File: src/rtl/board_led_ctrl.sv
// ---------------------------------------------------------------------------
// board_led_ctrl
//   Board-level status LED driver placed between the SoC pins and the eight
//   on-board LEDs.
//   - led[7]: RX activity. Each falling (start-bit) edge on uart_rx becomes a
//     blink of STRETCH_CYCLES, followed by at least GAP_CYCLES of forced off.
//   - led[6]: TX activity, same behaviour on uart_tx, fully independent.
//   - led[5:0]: 6-bit Johnson-counter heartbeat chaser. It advances once
//     every 2^CNT_WIDTH cycles while run is high and holds while run is low.
//
// Ports
//   clk      in   system clock
//   rst      in   asynchronous, active-high reset
//   run      in   chaser enable
//   uart_rx  in   ISP-UART RX pin, asynchronous to clk, idle high
//   uart_tx  in   ISP-UART TX line, treated as asynchronous, idle high
//   led      out  [7]=RX activity, [6]=TX activity, [5:0]=chaser, active-high
//
// STRETCH_CYCLES and GAP_CYCLES must both be >= 1.
// ---------------------------------------------------------------------------

// ---------------------------------------------------------------------------
// board_led_act
//   One activity channel: 2-flop synchronizer, edge-history flop, and an
//   IDLE/ON/GAP stretcher FSM. All FSM state lives in the packed struct
//   r_act (state, down-counter, pending flag) so it can be probed as a unit.
//
// Ports
//   i_clk   in   system clock
//   i_rst   in   asynchronous, active-high reset
//   i_line  in   raw asynchronous line, idle high
//   o_led   out  registered activity LED bit
// ---------------------------------------------------------------------------
module board_led_act #(
    parameter int STRETCH_CYCLES = 2500000,
    parameter int GAP_CYCLES     = 1250000
) (
    input  logic i_clk,
    input  logic i_rst,
    input  logic i_line,
    output logic o_led
);

    localparam int MAX_CYC = (STRETCH_CYCLES > GAP_CYCLES) ? STRETCH_CYCLES : GAP_CYCLES;
    localparam int CW      = $clog2(MAX_CYC + 1);

    localparam logic [CW-1:0] STRETCH_LOAD = CW'(STRETCH_CYCLES - 1);
    localparam logic [CW-1:0] GAP_LOAD     = CW'(GAP_CYCLES - 1);

    typedef enum logic [1:0] {
        ST_IDLE = 2'd0,
        ST_ON   = 2'd1,
        ST_GAP  = 2'd2
    } state_t;

    typedef struct packed {
        state_t        state;
        logic [CW-1:0] cnt;
        logic          pend;
    } act_t;

    logic r_sync1;
    logic r_sync2;
    logic r_hist;
    logic r_led;
    act_t r_act;
    act_t w_act_nxt;
    logic w_event;

    // Falling edge of the synchronized line: history still high, sync now low.
    assign w_event = r_hist & ~r_sync2;

    always_ff @(posedge i_clk or posedge i_rst) begin
        if (i_rst) begin
            r_sync1 <= 1'b1;
            r_sync2 <= 1'b1;
            r_hist  <= 1'b1;
            r_act   <= '{state: ST_IDLE, cnt: '0, pend: 1'b0};
            r_led   <= 1'b0;
        end else begin
            r_sync1 <= i_line;
            r_sync2 <= r_sync1;
            r_hist  <= r_sync2;
            r_act   <= w_act_nxt;
            // Registered copy of the next state, so the LED changes on the
            // same edge as the FSM and is high for exactly STRETCH_CYCLES.
            r_led   <= (w_act_nxt.state == ST_ON);
        end
    end

    always_comb begin
        w_act_nxt = r_act;
        case (r_act.state)
            ST_IDLE: begin
                if (w_event) begin
                    w_act_nxt.state = ST_ON;
                    w_act_nxt.cnt   = STRETCH_LOAD;
                end
            end
            ST_ON: begin
                // Edges during ON are ignored: no retrigger, no extension.
                if (r_act.cnt == '0) begin
                    w_act_nxt.state = ST_GAP;
                    w_act_nxt.cnt   = GAP_LOAD;
                end else begin
                    w_act_nxt.cnt = r_act.cnt - CW'(1);
                end
            end
            ST_GAP: begin
                if (w_event) begin
                    w_act_nxt.pend = 1'b1;
                end
                if (r_act.cnt == '0) begin
                    // An edge landing on the terminal cycle counts as well,
                    // giving back-to-back blinks with no IDLE cycle.
                    if (r_act.pend || w_event) begin
                        w_act_nxt.state = ST_ON;
                        w_act_nxt.cnt   = STRETCH_LOAD;
                    end else begin
                        w_act_nxt.state = ST_IDLE;
                    end
                    w_act_nxt.pend = 1'b0;
                end else begin
                    w_act_nxt.cnt = r_act.cnt - CW'(1);
                end
            end
            default: begin
                w_act_nxt = '{state: ST_IDLE, cnt: '0, pend: 1'b0};
            end
        endcase
    end

    assign o_led = r_led;

endmodule

module board_led_ctrl #(
    parameter int CNT_WIDTH      = 22,
    parameter int STRETCH_CYCLES = 2500000,
    parameter int GAP_CYCLES     = 1250000
) (
    input  logic       clk,
    input  logic       rst,
    input  logic       run,
    input  logic       uart_rx,
    input  logic       uart_tx,
    output logic [7:0] led
);

    logic [CNT_WIDTH-1:0] r_presc;
    logic [5:0]           r_chaser;
    logic                 w_led_rx;
    logic                 w_led_tx;

    board_led_act #(
        .STRETCH_CYCLES (STRETCH_CYCLES),
        .GAP_CYCLES     (GAP_CYCLES)
    ) u_act_rx (
        .i_clk  (clk),
        .i_rst  (rst),
        .i_line (uart_rx),
        .o_led  (w_led_rx)
    );

    board_led_act #(
        .STRETCH_CYCLES (STRETCH_CYCLES),
        .GAP_CYCLES     (GAP_CYCLES)
    ) u_act_tx (
        .i_clk  (clk),
        .i_rst  (rst),
        .i_line (uart_tx),
        .o_led  (w_led_tx)
    );

    // Heartbeat: the chaser shifts on the edge where the prescaler wraps
    // from all-ones to zero. Dropping run clears the prescaler, so the first
    // shift after run rises is always a full 2^CNT_WIDTH cycles away.
    always_ff @(posedge clk or posedge rst) begin
        if (rst) begin
            r_presc  <= '0;
            r_chaser <= 6'h00;
        end else if (run) begin
            r_presc <= r_presc + CNT_WIDTH'(1);
            if (&r_presc) begin
                r_chaser <= {r_chaser[4:0], ~r_chaser[5]};
            end
        end else begin
            r_presc <= '0;
        end
    end

    assign led = {w_led_rx, w_led_tx, r_chaser};

endmodule

File: config.mk
export PLATFORM = sky130hd
export DESIGN_NAME = board_led_ctrl
export DESIGN_NICKNAME = d
export VERILOG_FILES = /design/src/rtl/board_led_ctrl.sv
export SDC_FILE = /design/constraint.sdc
export NUM_CORES = 1
export LEC_CHECK = 0
export CORE_ASPECT_RATIO = 1.25
export CORE_MARGIN = 8
export CORE_UTILIZATION = 34
export CTS_BUF_LIST = sky130_fd_sc_hd__clkbuf_8
export DETAILED_ROUTE_END_ITERATION = 10
export GPL_ROUTABILITY_DRIVEN = 0
export MAX_ROUTING_LAYER = met4
export PLACE_DENSITY = 0.55
export SETUP_SLACK_MARGIN = 0.3
export SYNTH_ARGS = -nofsm -noshare
export SYNTH_HDL_FRONTEND = slang
export SYNTH_SLANG_ARGS = --single-unit
File: constraint.sdc
create_clock -name clk -period 2.9 [get_ports clk]
set_input_delay 0.58 -clock clk [delete_from_list [all_inputs] [get_ports clk]]
set_output_delay 0.58 -clock clk [all_outputs]
set_load 0.01 [all_outputs]
# After elaboration in Yosys (flattened, before gate mapping)

Cells that the tools add are included.

Bits in registers: 86
Input port bits: 5
Output and inout bits: 8

Add/sub/neg operators: 3
Equal/unequal tests: 12
Muxes and demuxes: 23
Bitwise logic cells: 7
Reductions and logical operators: 13

Operators by type and width:

| kind                                                                  | count |
|---|---|
| 22-bit two-way mux                                                    | 7 |
| 24-bit case mux with 3 select lines                                   | 2 |
| 24-bit two-way mux                                                    | 2 |
| 22-bit logical NOT                                                    | 2 |
| 22-bit by 1-bit subtractor with 22-bit output (second input constant) | 2 |
| 23-bit AND reduction                                                  | 1 |
| 22-bit by 1-bit adder with 22-bit output (second input constant)      | 1 |
| 2-bit by 1-bit == test with 1-bit output (second input constant)      | 4 |
| 2-bit two-way mux                                                     | 4 |
| 2-bit AND reduction                                                   | 4 |
| 1-bit two-way mux                                                     | 6 |
| 3-bit by 1-bit != test with 1-bit output (second input constant)      | 2 |
| 3-bit != test (second input constant)                                 | 2 |
| 1-bit inverter                                                        | 5 |
| 2-bit == test (second input constant)                                 | 2 |
| 2-bit logical NOT                                                     | 2 |
| 2-bit by 1-bit != test with 1-bit output (second input constant)      | 2 |
| 1-bit case mux with 2 select lines                                    | 2 |
| 2-bit OR reduction                                                    | 2 |
| 1-bit bitwise AND                                                     | 2 |
| 1-bit logical OR                                                      | 2 |

# Longest topological paths before layout

Gate-level depths: netlist (run 1).

Word-level depth: 7
Mapped depth: 10
Depth with buffers taken out: 8

# By module

Synthesis (run 1) repeated with hierarchy kept, for this count alone.

Cells, all modules: 531
Area, all modules: 4880.9 µm²

Modules (own cells, without submodules):

| module         | instances | cells each | area an instance (µm²) | seq. area each (µm²) |
|---|---|---|---|---|
| board_led_act  | 2         | 204        | 1778.0                 | 729.4 |
| board_led_ctrl | 1         | 123        | 1325.0                 | 700.7 |

# Worst setup path after synthesis (run 1)

OpenSTA, ideal clock, no wires.

Path kind: reg2reg
From: register u_act_rx.r_act[1] (netlist name)
To: register u_act_rx.r_act[21] (netlist name)
Arrival: 2.194 ns
Data required time: 2.768 ns
Path slack: 0.574 ns
Cell stages (with the launch flop): 9
Path buffers: 0
Cells stage by stage: dfrtp_1 > inv_1 > ha_1 > or4b_4 > nor4b_4 > nand3_1 > o211a_1 > o211ai_2 > nand4_1

Cells in the longest elaborated chain, start to end: 3
Elaborated cells between the ends (all ways): 7
Classes of those cells: 1 x add/sub; 1 x eq/ne; 3 x mux; 2 x reduce/logical

RTL lines:

| element                                                                                    | line | source |
|---|---|---|
| start: declaration                                                                         | 66   | `act_t r_act;` |
| start signal: assignment                                                                   | 78   | `r_act <= '{state: ST_IDLE, cnt: '0, pend: 1'b0};` |
| start signal: assignment                                                                   | 84   | `r_act <= w_act_nxt;` |
| 22-bit by 1-bit subtractor with 22-bit output / 22-bit logical NOT (equally long branches) | -    |  |
| 22-bit two-way mux (tied with other cells)                                                 | 113  | `if (r_act.cnt == '0) begin` |
| 24-bit case mux with 3 select lines / 2-bit AND reduction (equally long branches)          | -    |  |

Several ways; a longest one is shown, not always the timed one.
A chain may end at the register's enable or synchronous reset.

# Worst setup path in the final report (run 1)

From: register u_act_rx.r_act[1] (netlist name)
To: register u_act_rx.r_act[19] (netlist name)

Same word-level chain as after synthesis.

==> metrics, run 1 <==
Die ar.=19000 um^2; CTS buffer count=9; aggregate routed wire length=12.7 mm; clk_skew=21.7 ps; largest net degree at the start of global routing=71; Unique masters post-synth=74; number of port buffers=12; Synth Area in Adders=1.24%; Ports=13; Synthesized Nets=555; synth warn=0; r2r setup slk=450 ps; TNS Setup=0 ps; sequential share of power=46.6%; post-synthesis simple-gate area fraction=27.4%; Worst IR Drop VDD=0.412 mV; placed instance count=732; Post-synth EDFFs=0; CTS tree=yes; fin crit share=84.3%; Crit Path Class=reg -> reg; worst r2r src=u_act_rx.r_act[1]$_DFFE_PP0P_; Cells on Worst Hold Path=0; Post-Synth XOR/XNOR Area=4.35%; Worst slew margin=52.3%; share of cells above drive strength 1=15.2%; die width=125 um; Hold Buf Count CTS=0; FP Rows=49; Least-Margin Pin Slew=708 ps; Layout Cells excl Fill=756; register area=2160 um^2; minimum clock period=2450 ps; async set or reset register ratio after synthesis=100%; unrepaired setup endpoints after global routing=false; Net count, final=583; Synth Area in Compound Gates=19.6%; CP Max Fanout=5; core area=14500 um^2; CP arrival=2710 ps; First-pass DRT Iterations=7; Detailed Route Iter0 Violations=379; Routed Antenna Nets=0; Critical R2R Capture=u_act_rx.r_act[19]$_DFFE_PP0P_; dpl cell area=5440 um^2; hold crit path type=reg -> reg; Area Growth Syn to Fin=13.8%; Setup crit start=u_act_rx.r_act[1]$_DFFE_PP0P_; Seq/Total Area, Yosys=42.9%; Power Dens Cells=683 nW/um^2; Tot Pwr=3920 uW; Avg Vias per Cell=5.81; # fillers=1433; Avg WL per Cell=16.8 um; detailed-route via count=4391; Hold Fails Final Rpt=0; Final Util=39.6%; Leakage Power=0.00228 uW; area of the multi-input gates=2730 um^2; Clock transition at path regs=90 ps; DRC=0; Req. time, crit path=3160 ps; Hold Startpoint=u_act_rx.r_sync1$_DFF_PP1_; initial antenna violation count=0; number of diodes=0; final max-slew violation count=0; Switch Pwr=1510 uW; first-pass GRT wire length=21.3 mm; post-synth top area share=39.7%; FMAX=409 MHz; largest cells by area after synthesis=dfrtp_1 (40%), o21ai_0 (4.7%), dfstp_2 (3.1%); Yosys top cell by area=dfrtp_1; Die Y=152 um; Max-cap violations=0; most used flip-flop cell after synthesis=dfrtp_1; Cell Area, Synth=5040 um^2; Overflow after GRT=0; Final Setup Violations=0; post-DP HPWL=9.02 mm; mux cell area share after synthesis=1.32%; Clk pwr share=23.6%; clock latency on the worst-skew pair=380 ps; Max Root-Sink Buffers=2; Initial Util=34.8%; switch share=38.5%; commonest non-fill, non-tap cell in the layout=dfrtp_1; CP Capture Type=flop; most frequent cells in the layout=dfrtp_1 (80), o21ai_0 (46), nand2_1 (39); vias in the first global route=4286; H-tree depth=3; R2R cell count=9; Comb power frac=29.7%; hold endpoint=u_act_rx.r_sync2$_DFF_PP1_; largest family of logic cells by synthesized area=simple AND/OR/NAND/NOR gates; clock tree sinks=86; CTS root buffer=clkbuf_8; GRT Total Usage=14.0%; #FFs+latches synth=86; Internal Power=2410 uW; startpoint class of the critical path=flop; final instance area=5730 um^2; Mapped Cells=545; outcome=finished, final reports clean; Avg Inst Size Synth=9.25 um^2
[kinds of logic (layout without fill, tap and decap cells)]
logic type / count (synthesis) / after routing
xor gates and xnor gates: 25 / 25
and+or+nand+nor: 237 / 237
muxes: 6 / 6
buffers and inverters: 37 / 70
adders and majority gates: 5 / 5
DFF: 86 / 86
AOI/OAI and AO/OA: 149 / 149
[registers in the layout, indices dropped and copies added (netlist names)]
| signal | count |
|---|---|
| u_act_rx.r_sync2 | 1 |
| u_act_tx.r_hist | 1 |
| u_act_rx.r_hist | 1 |
| u_act_tx.r_act | 25 |
| u_act_rx.o_led | 1 |
| u_act_tx.r_sync1 | 1 |
| r_chaser | 6 |
| u_act_rx.r_sync1 | 1 |
| r_presc | 22 |
| u_act_rx.r_act | 25 |
| u_act_tx.r_sync2 | 1 |
| u_act_tx.o_led | 1 |
[metal layers]
metal | track usage [%] | part of all wire [%] | wire length (um) | vias to the layer above
met4 | 6.57 | 2.5 | 318 | 0
li1 | - | - | - | 2091
met1 | 15.9 | 43 | 5440 | 2137
met3 | 3.05 | 5.0 | 636 | 26
met2 | 23.1 | 50 | 6310 | 137
met5 | - | 0 | 0 | -
[worst max path at each step]
stage | to | depth (start not counted)
2_1_floorplan | u_act_rx.r_act[21]$_DFFE_PP0P_ | 8
3_3_place_gp | u_act_rx.r_act[17]$_DFFE_PP0P_ | 7
3_5_place_dp | u_act_rx.r_act[19]$_DFFE_PP0P_ | 8
4_1_cts | u_act_rx.r_act[19]$_DFFE_PP0P_ | 8
5_1_grt | u_act_rx.r_act[19]$_DFFE_PP0P_ | 9
6_report | u_act_rx.r_act[19]$_DFFE_PP0P_ | 9
[synth_stat cells (4+ instances only)]
master and number:
a211o_1 5, nor2b_1 6, dfstp_2 6, xnor2_1 15, nor4_1 8, a31oi_1 6
o211ai_1 11, clkbuf_1 16, and2_1 23, o31ai_1 5, nand3_1 21, a21oi_1 29
inv_1 13, nor3_1 26, o21a_1 4, mux2_2 5, ha_1 5, or3_1 13
dfrtp_1 80, nor2_1 38, nand2_1 40, nand4_1 16, o21ai_0 47, buf_4 4
nand2b_1 8, xor2_1 10, and4_1 4, and3_1 5, a311oi_1 4
[power groups by stage]
stage          combinational (uW)  sequential, uW  clock (uW)
6_report                     1170            1830         925
5_1_grt                      1300            1870        1010
4_1_cts                      1150            1820         958
3_5_place_dp                 1140            1840           0
3_3_place_gp                 1120            1830           0
2_1_floorplan                 884            1740           0
[cell type report]
| type | count | area share (%) |
|---|---|---|
| inverter | 13 | 0.917 |
| multi-input combinational | 422 | 47.7 |
| timing repair buffer | 41 | 6.11 |
| sequential | 86 | 37.7 |
| tap | 178 | 3.89 |
| clock inverter | 7 | 1.59 |
| clock buffer | 9 | 2.16 |
[metrics by stage]
| stage | setup WS, ps | hold WS [ps] |
|---|---|---|
| after floorplan | 574 | 345 |
| after global placement | 405 | 351 |
| after detailed placement | 380 | 348 |
| after CTS | 339 | 368 |
| after global routing | 295 | 373 |
| final | 455 | 366 |
[what timing repair did]
item	CTS	global route
resized for setup	0	7
endpoints found under the setup margin	0	14
buffers inserted	0	8
[worst max-delay path: stages, from the launching register on]
cell,delay [ps]
dfrtp_1,420
inv_1,110
ha_2,220
or4b_4,500
nor4b_4,260
buf_4,180
nand2_2,70
o311a_1,290
o21ai_0,180
nand3_1,100
Power figures use the tool's default switching activity.
==> run 2: changes to the inputs <==
==> constraint.sdc (replaced) <==
create_clock -name clk -period 2 [get_ports clk]
set_input_delay 0.4 -clock clk [delete_from_list [all_inputs] [get_ports clk]]
set_output_delay 0.4 -clock clk [all_outputs]
set_load 0.01 [all_outputs]
==> run 2 against run 1 <==
Against the previous run: the flow now finishes with violations (setup timing); power rose by 85%; final area rose by 35%; clock skew fell by 11 ps; via count rose by 16%; critical path type unchanged; largest cell class unchanged.
==> metrics, run 2 (synthesis results as in run 1) <==
outcome=finished, violations left; failing checks=setup timing; CP arrival=2500 ps; critical-path cell list=or4_4 > nor4_4 > nand3_4 > a22oi_2 > buf_4 > o21ai_1 > a211o_1; First-pass DRT Iterations=5; initial antenna violation count=0; number of diodes=0; Crit Path Class=reg -> reg; Die ar.=19000 um^2; worst slack, placed=-234 ps; commonest non-fill, non-tap cell in the layout=buf_4; Crit path largest cell delay=590 ps; number of port buffers=12; Leakage Power=0.00327 uW; Max Root-Sink Buffers=2; CTS buffer count=9; Req. time, crit path=2250 ps; CP Max Fanout=5; Largest regs=u_act_rx.r_act (25), u_act_tx.r_act (25), r_presc (22); clock tree sinks=86; FMAX=446 MHz; Tot Pwr=7250 uW; die width=125 um; GRT Total Usage=16.5%; clk_skew=10.7 ps; CP Capture Type=flop; Power Dens Cells=933 nW/um^2; post-DP HPWL=10.3 mm; Die Y=152 um; Overflow after GRT=0; worst path bufs/invs=1; Max-cap violations=0; CTS tree=yes; Worst slew margin=56.8%; clock latency on the worst-skew pair=380 ps; Routed Antenna Nets=0; largest net degree at the start of global routing=87; startpoint class of the critical path=flop; Worst IR Drop VDD=0.656 mV; Detailed Route Iter0 Violations=301; Initial Util=34.8%; Ports=13; share of cells above drive strength 1=47.0%; unrepaired setup endpoints after global routing=true; slowest cell on the critical path=or4_4; H-tree depth=3; most frequent cells in the layout=buf_4 (133), dfrtp_1 (80), buf_6 (34); Avg Vias per Cell=5.64; Area Growth Syn to Fin=54.1%; Avg WL per Cell=17.5 um; fin crit share=112%; minimum clock period=2240 ps; Least-Margin Pin Slew=642 ps; FP Rows=49; aggregate routed wire length=15.8 mm; Hold Fails Final Rpt=0; Final Util=53.7%; Setup WS post-layout=-244 ps; Final Setup Violations=42; detailed-route via count=5097; DRC=0; largest delay contributor family on the critical path=simple AND/OR/NAND/NOR gates; final max-slew violation count=0; hold crit path type=reg -> reg; Net count, final=730; core area=14500 um^2; first-pass GRT wire length=25.0 mm; Clock transition at path regs=90 ps; CTS root buffer=clkbuf_8; vias in the first global route=5083
[run 2: cell types whose count changed in the layout (fill, tap and decap cells not counted), moves of 11 or more]
cell / before / now
buf_6: 0 / 34
a21oi_1: 29 / 17
o21ai_0: 46 / 14
o21ai_2: 1 / 16
o21ai_1: 4 / 16
buf_4: 28 / 133
nor3_1: 26 / 15
a21oi_2: 1 / 12
[run 2: stage by stage]
stage | instance area, um^2 | instances | hold WS (ps) | TNS [ps]
CTS | 7270 | 878 | 361 | -5870
global placement | 6390 | 829 | 346 | -3410
floorplan | 5290 | 545 | 345 | -1720
global route | 7760 | 903 | 362 | -10550
finish | 7760 | 903 | 359 | -6370
detailed placement | 6390 | 829 | 347 | -4730
[run 2: per-layer routing]
layer / global-route usage, % / wire, um
met1: 18.2 / 6400
met3: 3.15 / 573
met2: 27.5 / 8100
met5: - / 0
met4: 9.24 / 704
[run 2: final timing paths]
check | startpoint | end | slack [ps] | cells after the start
worst min register to register | u_act_rx.r_sync1$_DFF_PP1_ | u_act_rx.r_sync2$_DFF_PP1_ | 360 | 0
worst max-delay path | u_act_rx.r_act[11]$_DFFE_PP0P_ | u_act_rx.r_act[5]$_DFFE_PP0P_ | -240 | 7
max in group asynchronous | rst | u_act_rx.r_act[18]$_DFFE_PP0P_ | 1130 | 3
worst min-delay path | u_act_rx.r_sync1$_DFF_PP1_ | u_act_rx.r_sync2$_DFF_PP1_ | 360 | 0
min in group asynchronous | rst | r_presc[2]$_DFF_PP0_ | 510 | 3
worst max register to register | u_act_rx.r_act[11]$_DFFE_PP0P_ | u_act_rx.r_act[5]$_DFFE_PP0P_ | -240 | 7
[run 2: area by class of cell]
class | count | area (um^2)
Fill cell | 1277 | 6700
Multi-Input combinational cell | 422 | 3460
Sequential cell | 86 | 2160
Timing Repair Buffer | 188 | 1670
Tap cell | 178 | 223
Clock buffer | 10 | 138
Clock inverter | 6 | 68.8
Inverter | 13 | 52.6
[run 2: report_power, final]
| part | leakage [uW] | switching [uW] | internal [uW] |
|---|---|---|---|
| Sequential | 0.00109 | 350 | 2130 |
| Combinational | 0.00207 | 1690 | 1760 |
| Clock | 0.000109 | 692 | 623 |
[run 2: what timing repair did]
action                     4_1_cts  5_1_grt
hold buffers                     0        0
cloned                           2        1
pin swaps                       27       37
gates resized for setup         97       75
setup buffers                   31       24
setup endpoints to repair       69       65
==> run 3: changes to the inputs <==
--- a/config.mk
+++ b/config.mk
@@ -12,7 +12,7 @@
 export DETAILED_ROUTE_END_ITERATION = 10
 export GPL_ROUTABILITY_DRIVEN = 0
 export MAX_ROUTING_LAYER = met4
-export PLACE_DENSITY = 0.55
+export PLACE_DENSITY = 0.53
 export SETUP_SLACK_MARGIN = 0.3
 export SYNTH_ARGS = -nofsm -noshare
 export SYNTH_HDL_FRONTEND = slang
==> constraint.sdc (replaced) <==
create_clock -name clk -period 2.2 [get_ports clk]
set_input_delay 0.44 -clock clk [delete_from_list [all_inputs] [get_ports clk]]
set_output_delay 0.44 -clock clk [all_outputs]
set_load 0.01 [all_outputs]
==> run 3 against run 2 <==
Against the previous run: the flow still finishes with violations (setup timing); worst setup slack improved by 200 ps; largest power group unchanged; global-route usage increased by 0.20 points; critical path depth down 1; die area unchanged; worst hold slack gained 4.6 ps; clock skew is 2.7 ps higher; highest routed layer unchanged; critical endpoint is now u_act_rx.r_act[13]$_DFFE_PP0P_.
==> metrics, run 3 (synthesis results as in run 1) <==
CTS buffer count=9; clock tree sinks=86; Hold Startpoint=u_act_rx.r_sync1$_DFF_PP1_; R2R cell count=6; Req. time, crit path=2480 ps; Routed Antenna Nets=0; share of cells above drive strength 1=43.2%; minimum clock period=2240 ps; hold endpoint=u_act_rx.r_sync2$_DFF_PP1_; largest net degree at the start of global routing=32; hold crit path type=reg -> reg; Worst slew margin=60.4%; FMAX=446 MHz; Net count, final=700; Die Y=152 um; r2r setup slk=-40 ps; Largest regs=u_act_rx.r_act (25), u_act_tx.r_act (25), r_presc (22); Overflow after GRT=0; clk_skew=13.4 ps; First-pass DRT Iterations=4; H-tree depth=3; Critical R2R Capture=u_act_rx.r_act[13]$_DFFE_PP0P_; FP Rows=49; failing checks=setup timing; CP Capture Type=flop; Crit Path Class=reg -> reg; Avg WL per Cell=17.8 um; aggregate routed wire length=15.5 mm; unrepaired setup endpoints after global routing=true; Final Util=51.4%; commonest non-fill, non-tap cell in the layout=buf_4; Final Setup Violations=10; outcome=finished, violations left; worst r2r src=u_act_rx.r_act[11]$_DFFE_PP0P_; Leakage Power=0.00314 uW; final max-slew violation count=0; post-DP HPWL=10.5 mm; Setup WS post-layout=-44.4 ps; clock latency on the worst-skew pair=380 ps; Detailed Route Iter0 Violations=297; die width=125 um; fin crit share=102%; Power Dens Cells=844 nW/um^2; CTS tree=yes; core area=14500 um^2; Ports=13; initial antenna violation count=0; hold slack=363 ps; first-pass GRT wire length=25.3 mm; vias in the first global route=5111; number of port buffers=12; Max Root-Sink Buffers=2; Max-cap violations=0; CP Max Fanout=5; Clock transition at path regs=100 ps; GRT Total Usage=16.7%; Least-Margin Pin Slew=593 ps; Area Growth Syn to Fin=47.6%; Hold Fails Final Rpt=0; most frequent cells in the layout=buf_4 (106), dfrtp_1 (79), nor2_1 (32), buf_6 (32), nand2_1 (28); Worst IR Drop VDD=0.505 mV; detailed-route via count=4934; CTS root buffer=clkbuf_8; number of diodes=0; DRC=0; Initial Util=34.8%; Avg Vias per Cell=5.65; Cells on Worst Hold Path=0; Die ar.=19000 um^2; TNS Setup=-126 ps; CP arrival=2520 ps; startpoint class of the critical path=flop
[run 3: cell count changes in the layout (fill, tap and decap cells not counted), moves of 4 or more]
cell	before	now
buf_4	133	106
clkdlybuf4s50_1	5	12
mux2_2	0	5
mux2_4	5	0
dlygate4sd2_1	7	0
o21ai_1	16	20
[run 3: layer usage]
layer / share of wire, % / track usage, % / up-vias
li1: - / - / 2324
met1: 40 / 18.3 / 2420
met2: 51 / 28.0 / 124
met3: 3.6 / 2.52 / 66
met4: 5.1 / 10.4 / 0
met5: 0 / - / -
[run 3: worst max-delay path by stage]
| stage | from | to | slack [ps] | cells past startpoint |
|---|---|---|---|---|
| after floorplan | u_act_rx.r_act[1]$_DFFE_PP0P_ | u_act_rx.r_act[19]$_DFFE_PP0P_ | -90 | 8 |
| after global placement | u_act_rx.r_act[11]$_DFFE_PP0P_ | u_act_rx.r_act[13]$_DFFE_PP0P_ | -30 | 6 |
| after detailed placement | u_act_rx.r_act[11]$_DFFE_PP0P_ | u_act_rx.r_act[13]$_DFFE_PP0P_ | -60 | 6 |
| after CTS | u_act_rx.r_act[11]$_DFFE_PP0P_ | u_act_rx.r_act[13]$_DFFE_PP0P_ | -50 | 6 |
| after global routing | u_act_rx.r_act[11]$_DFFE_PP0P_ | u_act_rx.r_act[7]$_DFFE_PP0P_ | -120 | 9 |
| final | u_act_rx.r_act[11]$_DFFE_PP0P_ | u_act_rx.r_act[13]$_DFFE_PP0P_ | -40 | 6 |
[run 3: through the flow]
step | instance area (um^2) | setup slack (ps) | cells | total power [uW]
finish | 7440 | -44.4 | 873 | 6280
global route | 7440 | -116 | 873 | 6660
CTS | 7030 | -46.1 | 861 | 6090
detailed placement | 6140 | -57.3 | 805 | 4620
global placement | 6140 | -28.9 | 805 | 4560
floorplan | 5230 | -85.1 | 545 | 3640
[run 3: worst max-delay path: stages, from the launching register on]
cell,delay [ps]
dfrtp_1,390
or4_4,590
or4_4,490
o31ai_4,310
o21ba_1,200
o21ai_1,110
nand2_1,60
[run 3: area by class of cell]
class	count	area, um^2
fillers	1300	7030
multi-input cells	422	3390
flip-flops and latches	86	2160
repair buffers	158	1420
well taps	178	223
clock buffers	10	138
inverters	13	52.6
clock inverters	6	46.3
[run 3: timing repair]
item	4_1_cts	5_1_grt
buffers inserted	38	12
pin swaps	51	45
endpoints found under the setup margin	55	59
gates cloned	2	0
hold buffers	0	0
gates resized for setup	103	68
[run 3: power by group]
part | switching [uW] | leakage (uW) | internal [uW]
combinational | 1430 | 0.00196 | 1420
sequential | 380 | 0.00109 | 1940
clock | 664 | 0.0000947 | 450
total | 2470 | 0.00314 | 3810
==> edit 1, RTL diff (settings of run 2) <==
`GAP_CYCLES` is set to 1250000 in 2 places; all go to 2500000.
--- a/src/rtl/board_led_ctrl.sv
+++ b/src/rtl/board_led_ctrl.sv
@@ -33,7 +33,7 @@
 // ---------------------------------------------------------------------------
 module board_led_act #(
     parameter int STRETCH_CYCLES = 2500000,
-    parameter int GAP_CYCLES     = 1250000
+    parameter int GAP_CYCLES     = 2500000
 ) (
     input  logic i_clk,
     input  logic i_rst,
@@ -137,7 +137,7 @@
 module board_led_ctrl #(
     parameter int CNT_WIDTH      = 22,
     parameter int STRETCH_CYCLES = 2500000,
-    parameter int GAP_CYCLES     = 1250000
+    parameter int GAP_CYCLES     = 2500000
 ) (
     input  logic       clk,
     input  logic       rst,
Function: no difference found for any inputs over 10 cycles, from zero or initial values and one cycle with rst high; that may be too few to reach the edited logic, so the function may still have changed.
==> edit 1 against run 2 <==
The flow still finishes with violations (setup timing); routed wire length down 7.1%; synthesized cell count down 0.73%; sequential cell count unchanged; non-clock buffer count down 32; clock power up 3%; total power down 13%; final area down 7.7%; critical path depth unchanged; final cell count down 4.1%; die area down 0.53%; worst setup slack worse by 0.040 ns; combinational power down 25%; first-iteration DRC count up 1.7%; area after synthesis down 0.60%; largest cell class unchanged.
==> edit 1: results (changes against run 2) <==
Power and ir drop
  • Leakage: 3.00 nW (-8.3%)
  • Flop pwr share: 0.375 (+0.033)
  • Final Power: 0.00632 W (-13%)
  • Peak supply drop: 0.000496 V (-24%)

STA
  • Final setup fails: 51 (+21%)
  • Final WS setup: -0.284 ns (-0.0399 ns)
  • Final setup skew: 0.0135 ns (+0.00284 ns)
  • Setup TNS: -9.44 ns (-3.07 ns)

Detailed routing
  • Drt first-iter violations: 306 (+1.7%)
  • TritonRoute pass-1 iters: 4 (-1)
  • Drt wl/cell: 16.9 um (-3.2%)

Place
  • Placed cell count: 830 (+0.12%)
  • Post-DP HPWL: 10200 um (-1.1%)
  • Pre-CTS setup slack: -0.270 ns (-0.0355 ns)

Global route
  • Grt met3 use: 0.0219 (-0.00958)
  • Tot GR Track Use: 0.158 (-0.00669)
  • First-pass GRT wire length: 23900 um (-4.2%)
  • Grt met1 use: 0.174 (-0.00754)

Logic synthesis
  • Synth Area in Compound Gates: 0.207 (+0.0109)
  • Commonest cells in the netlist: dfrtp_1, nand2_1, nor2_1
  • Count of cell types in the netlist: 70 (-5.4%)
  • Synth Area in XOR/XNOR: 0.0315 (-0.0120)
  • Syn nets: 551 (-0.72%)
  • Post-Synth Adder-Cell Area: 0.0145 (+0.00207)
  • Synth area leaders: dfrtp_1, nand3_1, dfstp_2, nand2_1, o21ai_0
  • Mean area per synthesized cell: 9.26 um^2 (+0.14%)
  • Seq/Total Area, Yosys: 0.431 (+0.00257)

Worst setup path
  • CP max-delay cell: or4b_4
  • Max incr delay on CP: 0.50 ns (-0.09 ns)
  • CP Launch Point: u_act_rx.r_act[1]
  • End point of the critical path: u_act_rx.r_act[15]

Clocking
  • Post-CTS setup buffer count: 10 (-68%)

Die
  • Die X: 125 um (-0.26%)

Finish
  • Sequential share of cell area: 0.301 (+0.0231)
  • Fraction of area in multi-input gates: 0.445 (-0.000453)
  • Non-clock inverters: 15 (+2)

Status
  • Violated checks: setup timing
  • Status: complete, but fails checks
==> edit 1: cell types whose count changed in the layout (fill, tap and decap cells not counted), moves of 6 or more <==
cell	run 2	this run
nand3_1	16	28
o21ai_1	16	8
nor4_1	3	11
o31ai_1	2	8
buf_4	133	116
nand4_1	16	6
nor3_2	9	2
buf_6	34	25
or4_1	0	9
o21ai_2	16	5
==> edit 1: worst min path at each step <==
stage	depth (start not counted)	to	startpoint	slack, ns
after floorplan	0	u_act_rx.r_sync2	u_act_rx.r_sync1	0.35
after global placement	0	u_act_rx.r_sync2	u_act_rx.r_sync1	0.35
after detailed placement	0	u_act_rx.r_sync2	u_act_rx.r_sync1	0.35
after CTS	0	u_act_rx.r_sync2	u_act_rx.r_sync1	0.36
after global routing	0	u_act_rx.r_sync2	u_act_rx.r_sync1	0.37
final	0	u_act_rx.r_sync2	u_act_rx.r_sync1	0.36
==> edit 2, RTL diff (settings of run 2) <==
Made on the original files. Put a register stage on the output `led`, cleared by the reset. The value now appears one clock later.
--- a/src/rtl/board_led_ctrl.sv
+++ b/src/rtl/board_led_ctrl.sv
@@ -189,7 +189,13 @@
         end
     end
 
-    assign led = {w_led_rx, w_led_tx, r_chaser};
+    always_ff @(posedge clk or posedge rst) begin
+        if (rst) begin
+            led <= '0;
+        end else begin
+            led <= {w_led_rx, w_led_tx, r_chaser};
+        end
+    end
 
 endmodule
 
Check against the original RTL: not equivalent (Yosys sat finds a counterexample within 4 cycles, from zero or initial values and one cycle with rst high).
==> edit 2 against run 2 <==
The flow still finishes with violations (setup timing); area after synthesis decreased by 1.5%; routed wire length shrank 14%; worst setup slack improved by 0.085 ns; sequential share of layout area is 3.9 points higher; final area fell by 4.1%; total power is 0.87% lower; hold slack worse by 0.0069 ns; sequential cell count rose by 8; critical path type unchanged; largest cell class unchanged; largest power group unchanged; highest routed layer unchanged.
==> edit 2: results (changes against run 2) <==
Status
  • Status: complete, but fails checks
  • Violated checks: setup timing

Logic synthesis
  • Commonest cells in the netlist: dfrtp_1, nor2_1, nand2_1
  • Count of cell types in the netlist: 64 (-14%)
  • Seq/Total Area, Yosys: 0.475 (+0.0467)
  • Syn nets: 520 (-6.3%)
  • YS warnings: 0 (unchanged)
  • Most common flop cell mapped by yosys: dfrtp_1
  • Fraction of registers with async set/reset: 1.00 (unchanged)
  • Number of flops mapped to enable cells by yosys: 0 (unchanged)
  • Synth area leaders: dfrtp_1, o21ai_0, nor2_1, xnor2_1, dfstp_2

STA
  • Slew @ Worst Pin: 0.652 ns (+0.00968 ns)
  • Final setup fails: 18 (-57%)
  • Final WS setup: -0.159 ns (+0.0847 ns)
  • Final setup skew: 0.0245 ns (+0.0139 ns)

Hold path
  • Min-Delay Path Class: flip-flop to flip-flop

Global route
  • First-pass GRT wire length: 22100 um (-11%)
  • Vias in the first global route: 4655 (-8.4%)
  • Tot GR Track Use: 0.152 (-0.0131)
  • Initial antenna violation count: 0 (unchanged)
  • Largest net degree at the start of global routing: 25 (-71%)

Clocking
  • Worst-Skew Late Latency: 0.38 ns (about the same)
  • CTS Buffer Depth: 2 (unchanged)
  • H-tree level count: 3 (unchanged)
  • Worst-path clk slew: 0.11 ns (+0.02 ns)
  • CTS buffer count: 9 (unchanged)
  • Root buffer cell: clkbuf_8

Detailed routing
  • DR vias: 4453 (-13%)
  • Drt first-iter violations: 269 (-11%)
  • Drt wl/cell: 16.1 um (-7.6%)
  • TritonRoute pass-1 iters: 5 (unchanged)

Worst setup path
  • Crit path max-delay family: simple AND/OR/NAND/NOR gates
  • Max incr delay on CP: 0.43 ns (-0.16 ns)
  • Max FO, Critical Path: 6 (+1)
  • CP max-delay cell: or3_4
  • CP arrival: 2.42 ns (-0.08 ns)
  • Crit Path Class: flip-flop to flip-flop
  • R2R depth: 8 (+1)
  • Worst r2r src: u_act_tx.r_act[1]
  • End point of the critical path: u_act_tx.r_act[11]

Finish
  • Nets: 672 (-7.9%)
  • Antenna diode count: 0 (unchanged)
  • Fill cells: 1267 (-0.78%)
  • Fraction of layout cells with a size suffix above 1: 0.469 (-0.00108)
  • Top Registers: u_act_rx.r_act (25), u_act_tx.r_act (25), r_presc (22)

Place
  • Port Buffers: 12 (unchanged)
  • Pre-CTS setup slack: -0.190 ns (+0.0443 ns)
  • Post-Place Cell Area: 6060 um^2 (-5.2%)
  • Post-DP HPWL: 8860 um (-14%)

Power and ir drop
  • Leakage: 3.38 nW (+3.2%)
  • Peak supply drop: 0.000693 V (+5.8%)
==> edit 2: power by group <==
group          switching (W)  leakage (nW)  internal (W)  total, W
clock network       0.000744        0.0806      0.000464   0.00121
logic                0.00159          2.11       0.00166   0.00325
registers           0.000418          1.18       0.00231   0.00273
==> edit 2: through the flow <==
step	util	TNS [ns]	std cells	hold WS, ns
floorplan	-	-0.0133	510	0.331
global placement	0.422	-0.600	774	0.335
detailed placement	0.422	-0.933	774	0.339
CTS	0.482	-0.0642	827	0.359
global route	0.519	-3.68	845	0.364
finish	0.519	-1.58	845	0.352
==> edit 2: how the worst min path moves through the flow <==
stage / to / start / cells past startpoint / slack (ns)
finish: led[7] / u_act_rx.o_led / 0 / 0.35
global route: led[7] / u_act_rx.o_led / 0 / 0.36
CTS: led[7] / u_act_rx.o_led / 0 / 0.36
detailed placement: led[6] / u_act_tx.o_led / 0 / 0.34
global placement: led[7] / u_act_rx.o_led / 0 / 0.33
floorplan: led[6] / u_act_tx.o_led / 0 / 0.33
==> edit 2: metal layers <==
layer	wire length, um	track usage	share of wire
met1	5740	0.176	0.42
met2	7240	0.249	0.53
met3	368	0.0336	0.027
met4	302	0.0602	0.022
met5	0	-	0
==> edit 2: logic make-up (layout without fill, tap and decap cells) <==
group	Yosys count	count (layout)	synth area share
AND/OR/NAND/NOR	209	209	0.233
AO/OA/AOI/OAI	127	127	0.170
flip-flops	94	94	0.475
XOR/XNOR	37	37	0.0653
buffers and inverters	31	188	0.0282
multiplexers	7	7	0.0154
adder cells (fa/ha/maj)	5	5	0.0126
==> edit 2: repair_timing <==
item	in CTS	in global routing
hold buffers	0	0
buffers inserted	36	18
endpoints found under the setup margin	59	71
pin swaps	43	38
cloned	1	0
resized for setup	98	91
==> edit 2: area by class of cell <==
class | count | area, um^2 | area share
multi-input cells | 385 | 3190 | 0.429
well taps | 178 | 223 | 0.0299
clock inverters | 7 | 60.1 | 0.00806
inverters | 12 | 48.8 | 0.00655
flip-flops and latches | 94 | 2360 | 0.317
clock buffers | 9 | 124 | 0.0166
repair buffers | 160 | 1440 | 0.193
